==> config.mk <==
export PLATFORM = sky130hd
export DESIGN_NAME = cdb_arbiter_flat
export DESIGN_NICKNAME = d
export VERILOG_FILES = /design/src/rtl/cdb_arbiter_if.sv /design/src/rtl/cdb_arbiter.sv /design/src/flat_wrapper.sv
export SDC_FILE = /design/constraint.sdc
export NUM_CORES = 1
export LEC_CHECK = 0
export BUFFER_PORTS_ARGS = -buffer_cell sky130_fd_sc_hd__buf_2
export CORE_MARGIN = 5
export CORE_UTILIZATION = 45
export DETAILED_ROUTE_END_ITERATION = 6
export PLACE_DENSITY = 0.88
export SETUP_SLACK_MARGIN = 0.5
export SYNTH_ARGS = -nofsm -noshare
export SYNTH_HDL_FRONTEND = slang
export SYNTH_SLANG_ARGS = --single-unit
==> constraint.sdc <==
create_clock -name clock -period 14.5 [get_ports clock]
set_clock_uncertainty 0.05 [all_clocks]
set_input_delay 2.175 -clock clock [delete_from_list [all_inputs] [get_ports clock]]
set_output_delay 2.175 -clock clock [all_outputs]
set_load 0.05 [all_outputs]
==> src/rtl/cdb_arbiter_if.sv <==
// Handshake/bus bundle between the functional units, the CDB arbiter and the CDB mux.
`ifndef XLEN
`define XLEN 32
`endif
`ifndef ROB_TAG_LEN
`define ROB_TAG_LEN 6
`endif

interface cdb_arbiter_if #(
  parameter int FU_NUM = 4
);
  logic                                  flush;
  logic [FU_NUM-1:0]                     fu_valid;
  logic [FU_NUM-1:0][`XLEN-1:0]          fu_value;
  logic [FU_NUM-1:0][`ROB_TAG_LEN-1:0]   fu_rob_tag;
  logic [FU_NUM-1:0]                     fu_ready;
  logic [FU_NUM-1:0][`XLEN-1:0]          out_values;
  logic                                  select_flag;
  logic [$clog2(FU_NUM)-1:0]             select_signal;
  logic [`ROB_TAG_LEN-1:0]               ROB_tag;

  modport master (
    output flush, fu_valid, fu_value, fu_rob_tag,
    input  fu_ready, out_values, select_flag, select_signal, ROB_tag
  );

  modport slave (
    input  flush, fu_valid, fu_value, fu_rob_tag,
    output fu_ready, out_values, select_flag, select_signal, ROB_tag
  );
endinterface

==> src/rtl/cdb_arbiter.sv <==
// One-deep result buffer per FU with round-robin grant onto the common data bus.
// Define CDB_FIXED_PRIORITY_EN for lowest-index-wins arbitration (no rotating pointer).
`ifndef XLEN
`define XLEN 32
`endif
`ifndef ROB_TAG_LEN
`define ROB_TAG_LEN 6
`endif

module cdb_arbiter #(
  parameter int FU_NUM = 4
) (
  input logic             clock,
  input logic             reset,
  cdb_arbiter_if.slave    bus
);
  localparam int          SW = $clog2(FU_NUM);
  localparam int unsigned N  = FU_NUM;

  logic [FU_NUM-1:0]                   r_hold_valid;
  logic [FU_NUM-1:0][`XLEN-1:0]        r_hold_value;
  logic [FU_NUM-1:0][`ROB_TAG_LEN-1:0] r_hold_tag;

  logic [FU_NUM-1:0] w_grant;
  logic [FU_NUM-1:0] w_ready;
  logic [SW-1:0]     w_win;
  logic              w_any;
  int unsigned       w_start;

`ifdef CDB_FIXED_PRIORITY_EN
  assign w_start = 0;
`else
  logic [SW-1:0] r_ptr;
  assign w_start = int'(r_ptr);
`endif

  always_comb begin
    int unsigned idx;
    idx     = 0;
    w_any   = 1'b0;
    w_win   = '0;
    w_grant = '0;
    for (int unsigned off = 0; off < N; off++) begin
      idx = w_start + off;
      if (idx >= N) idx = idx - N;
      if (!w_any && r_hold_valid[idx]) begin
        w_any = 1'b1;
        w_win = SW'(idx);
      end
    end
    // A flush squashes the pending grant along with everything buffered.
    if (bus.flush) w_any = 1'b0;
    if (w_any) w_grant[w_win] = 1'b1;
  end

  assign w_ready           = bus.flush ? '0 : (~r_hold_valid | w_grant);
  assign bus.fu_ready      = w_ready;
  assign bus.out_values    = r_hold_value;
  assign bus.select_flag   = w_any;
  assign bus.select_signal = w_any ? w_win : '0;
  assign bus.ROB_tag       = w_any ? r_hold_tag[w_win] : '0;

  always_ff @(posedge clock or posedge reset) begin
    if (reset) begin
      r_hold_valid <= '0;
      r_hold_value <= '0;
      r_hold_tag   <= '0;
`ifndef CDB_FIXED_PRIORITY_EN
      r_ptr        <= '0;
`endif
    end else if (bus.flush) begin
      r_hold_valid <= '0;
`ifndef CDB_FIXED_PRIORITY_EN
      r_ptr        <= '0;
`endif
    end else begin
      for (int unsigned i = 0; i < N; i++) begin
        if (bus.fu_valid[i] && w_ready[i]) begin
          r_hold_valid[i] <= 1'b1;
          r_hold_value[i] <= bus.fu_value[i];
          r_hold_tag[i]   <= bus.fu_rob_tag[i];
        end else if (w_grant[i]) begin
          r_hold_valid[i] <= 1'b0;
        end
      end
`ifndef CDB_FIXED_PRIORITY_EN
      if (w_any) begin
        if (w_win == SW'(FU_NUM - 1)) r_ptr <= '0;
        else                          r_ptr <= w_win + 1'b1;
      end
`endif
    end
  end
endmodule

==> src/flat_wrapper.sv <==
// flat-port wrapper written by rule: the top's interface ports become plain ports
module cdb_arbiter_flat 
#(
  parameter int FU_NUM = 4
)
  (clock, reset, bus_flush, bus_fu_valid, bus_fu_value, bus_fu_rob_tag, bus_fu_ready, bus_out_values, bus_select_flag, bus_select_signal, bus_ROB_tag);
  cdb_arbiter_if #(.FU_NUM(FU_NUM)) bus_i ();
  input logic clock;
  input logic reset;
  input wire logic [$bits(bus_i.flush)-1:0] bus_flush;
  input wire logic [$bits(bus_i.fu_valid)-1:0] bus_fu_valid;
  input wire logic [$bits(bus_i.fu_value)-1:0] bus_fu_value;
  input wire logic [$bits(bus_i.fu_rob_tag)-1:0] bus_fu_rob_tag;
  output wire logic [$bits(bus_i.fu_ready)-1:0] bus_fu_ready;
  output wire logic [$bits(bus_i.out_values)-1:0] bus_out_values;
  output wire logic [$bits(bus_i.select_flag)-1:0] bus_select_flag;
  output wire logic [$bits(bus_i.select_signal)-1:0] bus_select_signal;
  output wire logic [$bits(bus_i.ROB_tag)-1:0] bus_ROB_tag;
  assign bus_i.flush = bus_flush;
  assign bus_i.fu_valid = bus_fu_valid;
  assign bus_i.fu_value = bus_fu_value;
  assign bus_i.fu_rob_tag = bus_fu_rob_tag;
  assign bus_fu_ready = bus_i.fu_ready;
  assign bus_out_values = bus_i.out_values;
  assign bus_select_flag = bus_i.select_flag;
  assign bus_select_signal = bus_i.select_signal;
  assign bus_ROB_tag = bus_i.ROB_tag;
  cdb_arbiter #(.FU_NUM(FU_NUM)) u_core (.clock(clock), .reset(reset), .bus(bus_i));
endmodule
==> results of run 1 <==
==> metrics by stage <==
stage / setup slack (ps) / total power, mW / std cells / util (%) / hold WS [ps]
after floorplan: 7880 / 0.974 / 406 / - / 429
after detailed placement: 8660 / 1.12 / 867 / 57.5 / 438
final: 8670 / 1.57 / 899 / 62.1 / 450
after global routing: 8520 / 1.64 / 899 / 62.1 / 459
after global placement: 8700 / 1.10 / 867 / 57.5 / 433
after CTS: 8650 / 1.59 / 899 / 62.1 / 452
==> layout make-up <==
type	instances	share of cell area, %
clock inverter	13	2.17
clock buffer	19	5.16
tap	180	2.62
timing repair buffer	302	17.7
sequential	158	46.1
inverter	8	0.408
multi-input combinational	219	25.9
==> power by group <==
part	switching [mW]	internal (mW)
clock	0.175	0.294
combinational	0.375	0.155
sequential	0.0469	0.526
==> cells by family (layout without fill, tap and decap cells) <==
logic type	count (synthesis)	in the layout	synth area share (%)
compound gates	25	25	2.39
simple gates	29	29	2.27
mux	164	164	30.1
buf+inv	29	342	2.70
fa+ha+maj	1	1	0.197
flops	158	158	62.4
==> worst max-delay path, delay by kind of cell <==
kind,cells,cell delay [ps]
AOI/OAI and AO/OA,2,700
buffers and inverters,2,480
and+or+nand+nor,1,230
==> flip-flops by register name, indices dropped and copies added (netlist names) <==
register / count
u_core.bus.out_values: 128
u_core.r_ptr: 2
u_core.r_hold_tag: 24
u_core.r_hold_valid: 4
==> per-layer routing <==
layer | global-route usage [%] | up-vias | share of wire [%]
met5 | 0 | - | 0
met4 | 7.66 | 0 | 2.4
met3 | 7.31 | 34 | 9.6
met2 | 34.7 | 189 | 52
met1 | 22.0 | 2186 | 36
li1 | - | 2035 | -
==> synthesized netlist by cell type <==
| library cell | n |
|---|---|
| nor2_4 | 1 |
| nor3_1 | 2 |
| and2b_1 | 1 |
| buf_4 | 5 |
| mux2_2 | 132 |
| nand2b_1 | 2 |
| mux2i_1 | 12 |
| a21oi_1 | 10 |
| inv_1 | 8 |
| nor3_2 | 1 |
| a2bb2oi_1 | 1 |
| buf_6 | 4 |
| or3b_1 | 1 |
| buf_2 | 10 |
| mux2_4 | 20 |
| o21ai_1 | 1 |
| ha_1 | 1 |
| and2_1 | 2 |
| o21a_1 | 2 |
| o21ai_0 | 1 |
| clkbuf_1 | 1 |
| nand2_1 | 7 |
| o22ai_1 | 7 |
| clkbuf_2 | 1 |
| dfrtp_1 | 158 |
| a211oi_1 | 1 |
| a21o_1 | 1 |
| nor2_1 | 12 |
| o221ai_1 | 1 |
==> how the worst max path moves through the flow <==
| stage | startpoint | endpoint | slack [ps] | cells after the start |
|---|---|---|---|---|
| after global placement | bus_flush | bus_ROB_tag[3] | 8700 | 5 |
| final | bus_flush | bus_ROB_tag[5] | 8670 | 5 |
| after detailed placement | bus_flush | bus_ROB_tag[0] | 8660 | 5 |
| after CTS | bus_flush | bus_ROB_tag[5] | 8650 | 5 |
| after global routing | bus_flush | bus_ROB_tag[5] | 8520 | 5 |
| after floorplan | bus_flush | bus_ROB_tag[4] | 7880 | 4 |
==> impl_metrics.env, run 1 <==
export IMPL_outcome="completed"
export IMPL_cts_max_level=4
export IMPL_final_common_cell="buf_2"
export IMPL_clkLatencyLatePin_ps=420
export IMPL_synth_area_leader_cell="dfrtp_1"
export IMPL_p_per_area_nw_per_um2=183
export IMPL_drc=0
export IMPL_crit_arrival_ps=3610
export IMPL_final_cell_mix="buf_2 (299), dfrtp_1 (158), mux2_2 (132)"
export IMPL_die_h_um=129
export IMPL_slew_headroom_pct=33.1
export IMPL_ys_ff_latch=158
export IMPL_place_congestion=0.785
export IMPL_rsz0062_at_grt="false"
export IMPL_initial_core_util_pct=45.9
export IMPL_die_area_um2=16600
export IMPL_crit_path_max_fanout=12
export IMPL_drive_above_1_share_pct=68.4
export IMPL_clk_pin_slew_worst_paths_ps=60
export IMPL_crit_chain="buf_2 -> a21oi_1 -> nand2_1 -> o22ai_1 -> buf_2"
export IMPL_coreArea_um2=13800
export IMPL_yosys_area_top_type_share_pct=62.4
export IMPL_min_path_type="flip-flop to flip-flop"
export IMPL_yosys_top_cells_area="dfrtp_1 (62%), mux2_2 (23%), mux2_4 (4.7%)"
export IMPL_cp_start_kind="primary input"
export IMPL_num_antenna_cells=0
export IMPL_pin_count=300
export IMPL_grt_pass1_vias=4821
export IMPL_wl_um=16200
export IMPL_syn_nets=566
export IMPL_ir_drop_uv=119
export IMPL_critPathMaxStageDelay_ps=470
export IMPL_post_cts_buffers=0
export IMPL_design_area_um2=8580
export IMPL_drv_slew=0
export IMPL_drt_pass1_iter_count=4
export IMPL_endpoint_kind="output pin"
export IMPL_cts_resized=0
export IMPL_grt_pass1_wl_um=25300
export IMPL_setup_tns_final_ps=0
export IMPL_via_per_inst=4.94
export IMPL_min_path_cells=1
export IMPL_fp_dieW_um=129
export IMPL_grtUsageTotal_pct=19.8
export IMPL_grt_max_degree=93
export IMPL_r2r_start="u_core.r_ptr[1]"
export IMPL_worst_r2r_endpoint="u_core.bus.out_values[68]"
export IMPL_reg2regPathDepth=9
export IMPL_post_route_period_util_pct=40.2
export IMPL_hold_buffers=0
export IMPL_cpMostUsedCell="buf_2"
export IMPL_reg2reg_slack_ps=11380
export IMPL_min_from="u_core.bus.out_values[61]"
export IMPL_areaGrowthSynthToFinish_pct=35.4
export IMPL_antenna_found_initial=0
export IMPL_slowest_stage="a21oi_1"
export IMPL_final_antenna_net_count=0
export IMPL_ys_types=29
export IMPL_finalHoldViolCount=0
export IMPL_cts_buffers=17
export IMPL_fmax_ghz=0.171
export IMPL_syn_area_um2=6340
export IMPL_routedWlPerCell_um=18.1
export IMPL_min_to="u_core.bus.out_values[61]"
export IMPL_leakagePower_nw=4.31
export IMPL_grt_overflow_total=0
export IMPL_clk_path_buf_depth=2
export IMPL_dpl_cell_area_um2=7950
export IMPL_rows=43
export IMPL_portBuffers=299
export IMPL_yosys_warnings=0
export IMPL_tritoncts="built"
export IMPL_synth_seq_area_share_pct=62.4
export IMPL_dr_first_iter_drc_count=106
export IMPL_numClockSinks=158
export IMPL_avgSynthCellArea_um2=15.6
export IMPL_fin_nets=866
export IMPL_setup_violations=0
export IMPL_seqCellArea_um2=3950
export IMPL_fin_crit_ps=5830
export IMPL_via_count=4444
export IMPL_tightest_slew_ps=1000
export IMPL_cap_violations=0
export IMPL_root_buffer="clkbuf_16"
export IMPL_hpwl_um=12300
export IMPL_crit_type="primary input to output pin"
export IMPL_multi_input_area_um2=2220
export IMPL_fillers=1065
export IMPL_netlist_instances=406
export IMPL_required_ps=12270
Note: power is estimated with default switching activity, not from simulation.
==> run 2, diff against run 1 <==
--- a/config.mk
+++ b/config.mk
@@ -5,11 +5,12 @@
 export SDC_FILE = /design/constraint.sdc
 export NUM_CORES = 1
 export LEC_CHECK = 0
+export ABC_AREA = 1
 export BUFFER_PORTS_ARGS = -buffer_cell sky130_fd_sc_hd__buf_2
 export CORE_MARGIN = 5
-export CORE_UTILIZATION = 45
+export CORE_UTILIZATION = 43
 export DETAILED_ROUTE_END_ITERATION = 6
-export PLACE_DENSITY = 0.88
+export PLACE_DENSITY = 0.86
 export SETUP_SLACK_MARGIN = 0.5
 export SYNTH_ARGS = -nofsm -noshare
 export SYNTH_HDL_FRONTEND = slang
==> constraint.sdc (replaced) <==
create_clock -name clock -period 5.23 [get_ports clock]
set_clock_uncertainty 0.05 [all_clocks]
set_input_delay 0.7845 -clock clock [delete_from_list [all_inputs] [get_ports clock]]
set_output_delay 0.7845 -clock clock [all_outputs]
set_load 0.05 [all_outputs]
==> impl_metrics.env, run 2 <==
export IMPL_grt_pass1_vias=6306
export IMPL_synth_seq_area_share_pct=55.6
export IMPL_cap_violations=0
export IMPL_fin_crit_ps=3890
export IMPL_power_frac_comb_pct=47.1
export IMPL_wl_um=20900
export IMPL_setup_ws_ps=1340
export IMPL_tightest_slew_ps=953
export IMPL_yosys_warnings=0
export IMPL_post_route_period_util_pct=74.4
export IMPL_cts_resized=0
export IMPL_required_ps=4400
export IMPL_setup_violations=0
export IMPL_fillers=1437
export IMPL_die_h_um=139
export IMPL_crit_chain="inv_2 -> nand2_1 -> nand2_1 -> nand2_1 -> nand2_2 -> nor2_4 -> nand2_1 -> nand3_1 -> nand2_2 -> a21oi_1 -> o21ai_0 -> a21oi_1 -> buf_2"
export IMPL_cts_buffers=17
export IMPL_yosys_top_cells_area="dfrtp_1 (56%), nand2_1 (16%), nand4_1 (10%)"
export IMPL_synth_ff_type="dfrtp_1"
export IMPL_via_count=6663
export IMPL_crit_type="flip-flop to output pin"
export IMPL_clk_path_buf_depth=2
export IMPL_endpoint_kind="output pin"
export IMPL_portBuffers=299
export IMPL_pwr_share_seq_pct=31.3
export IMPL_routedWlPerCell_um=16.1
export IMPL_crit_arrival_ps=3060
export IMPL_root_buffer="clkbuf_16"
export IMPL_netlist_instances=809
export IMPL_grtUsageTotal_pct=21.1
export IMPL_via_per_inst=5.12
export IMPL_clkPwrFrac_pct=21.6
export IMPL_tritoncts="built"
export IMPL_grt_overflow_total=0
export IMPL_critPathMaxStageDelay_ps=600
export IMPL_drive_above_1_share_pct=34.1
export IMPL_switching_share_pct=48.8
export IMPL_rsz0062_at_grt="false"
export IMPL_clkLatencyLatePin_ps=410
export IMPL_dp_cells=1272
export IMPL_path_buf_inv=2
export IMPL_ir_drop_uv=323
export IMPL_place_congestion=0.872
export IMPL_async_flop_share_pct=100
export IMPL_antenna_found_initial=4
export IMPL_leakagePower_nw=5.19
export IMPL_design_area_um2=9130
export IMPL_ys_types=28
export IMPL_cp_start_kind="flip-flop"
export IMPL_syn_area_um2=7110
export IMPL_largest_reg_flops=128
export IMPL_rows=47
export IMPL_final_antenna_net_count=0
export IMPL_crit_path_max_fanout=25
export IMPL_slew_headroom_pct=36.5
export IMPL_dr_first_iter_drc_count=434
export IMPL_pin_count=300
export IMPL_final_cell_mix="buf_2 (299), nand2_1 (295), dfrtp_1 (158)"
export IMPL_dpl_cell_area_um2=8560
export IMPL_p_per_area_nw_per_um2=619
export IMPL_cpMostUsedCell="nand2_1"
export IMPL_initial_core_util_pct=43.3
export IMPL_drv_slew=0
export IMPL_dp_slack_ps=1650
export IMPL_drt_pass1_iter_count=5
export IMPL_clk_pin_slew_worst_paths_ps=60
export IMPL_synth_area_leader_cell="dfrtp_1"
export IMPL_synth_edf_count=0
export IMPL_instances_no_fill=1302
export IMPL_yosys_area_top_type_share_pct=55.6
export IMPL_synth_most_common_cell="nand2_1"
export IMPL_hpwl_um=14800
export IMPL_coreArea_um2=16400
export IMPL_synthTopCellsByCount="nand2_1 (295), dfrtp_1 (158), nand4_1 (115)"
export IMPL_final_common_cell="buf_2"
export IMPL_fp_dieW_um=139
export IMPL_hold_buffers=0
export IMPL_slowest_stage="dfrtp_1"
export IMPL_total_power_mw=5.65
export IMPL_grt_max_degree=159
export IMPL_power_switching_mw=2.76
export IMPL_fin_nets=1231
export IMPL_cts_max_level=4
export IMPL_die_area_um2=19200
export IMPL_internal_power_mw=2.89
export IMPL_drc=0
export IMPL_seqCellArea_um2=3950
export IMPL_syn_nets=969
export IMPL_post_cts_buffers=0
export IMPL_fmax_ghz=0.257
export IMPL_numClockSinks=158
export IMPL_grt_pass1_wl_um=33000
export IMPL_avgSynthCellArea_um2=8.78
export IMPL_finalHoldViolCount=0
export IMPL_multi_input_area_um2=2540
export IMPL_areaGrowthSynthToFinish_pct=28.5
export IMPL_min_path_type="flip-flop to flip-flop"
export IMPL_setup_tns_final_ps=0
export IMPL_ys_ff_latch=158
export IMPL_outcome="completed"
export IMPL_path_delay_family="simple AND/OR/NAND/NOR gates"
[run 2: per-stage QoR]
stage | hold WS (ps) | utilization (%)
final | 415 | 55.7
after global placement | 397 | 52.2
after floorplan | 387 | -
after detailed placement | 403 | 52.2
after CTS | 418 | 55.6
after global routing | 429 | 55.6
[run 2: area by class of cell]
class	count	share of cell area, %
Antenna cell	1	0.0274
Clock buffer	18	4.70
Clock inverter	11	1.58
Inverter	60	2.52
Multi-Input combinational cell	528	27.8
Sequential cell	158	43.3
Tap cell	220	3.01
Timing Repair Buffer	306	17.1
[run 2: cell families after synthesis]
kind of cell	count (synthesis)	share of synthesized area [%]
simple gates	455	29.6
flops	158	55.6
buf+inv	123	8.66
compound gates	72	5.92
fa+ha+maj	1	0.176
[run 2: path summary, 6_finish.rpt]
path | from | depth (start not counted) | to | slack (ps)
min reg2reg | u_core.bus.out_values[17] | 2 | u_core.bus.out_values[17] | 420
max | u_core.r_ptr[0] | 13 | bus_ROB_tag[1] | 1340
min in group asynchronous | reset | 3 | u_core.bus.out_values[89] | 490
min | u_core.bus.out_values[17] | 2 | u_core.bus.out_values[17] | 420
max reg2reg | u_core.r_ptr[0] | 15 | u_core.bus.out_values[79] | 1550
max in group asynchronous | reset | 3 | u_core.r_ptr[0] | 3850
[run 2: routing by layer]
layer	track usage, %	vias up	part of all wire, %	wire length, um
met2	34.1	302	48	9950
met1	26.8	3125	42	8690
li1	-	3197	-	-
met3	6.90	31	8.7	1820
met5	0	-	0.23	48
met4	6.97	8	1.9	388
[run 2: power by group through the flow]
stage	clock (mW)	combinational, mW	sequential (mW)
final	1.22	2.66	1.77
after global routing	1.30	2.83	1.81
after CTS	1.25	2.67	1.77
after detailed placement	0	2.67	1.78
after global placement	0	2.61	1.78
after floorplan	0	1.07	2.76
[run 2: worst reg2reg max path, stage by stage, from the launching register on]
cell	delay, ps
dfrtp_1	600
inv_2	160
nand2_1	90
nand2_1	100
nand2_1	110
nand2_2	100
nor2_4	170
nand3b_1	130
nand3_1	330
ha_1	230
inv_1	50
o21ai_2	150
nand3_2	560
buf_4	510
nand2_1	100
o21ai_0	100
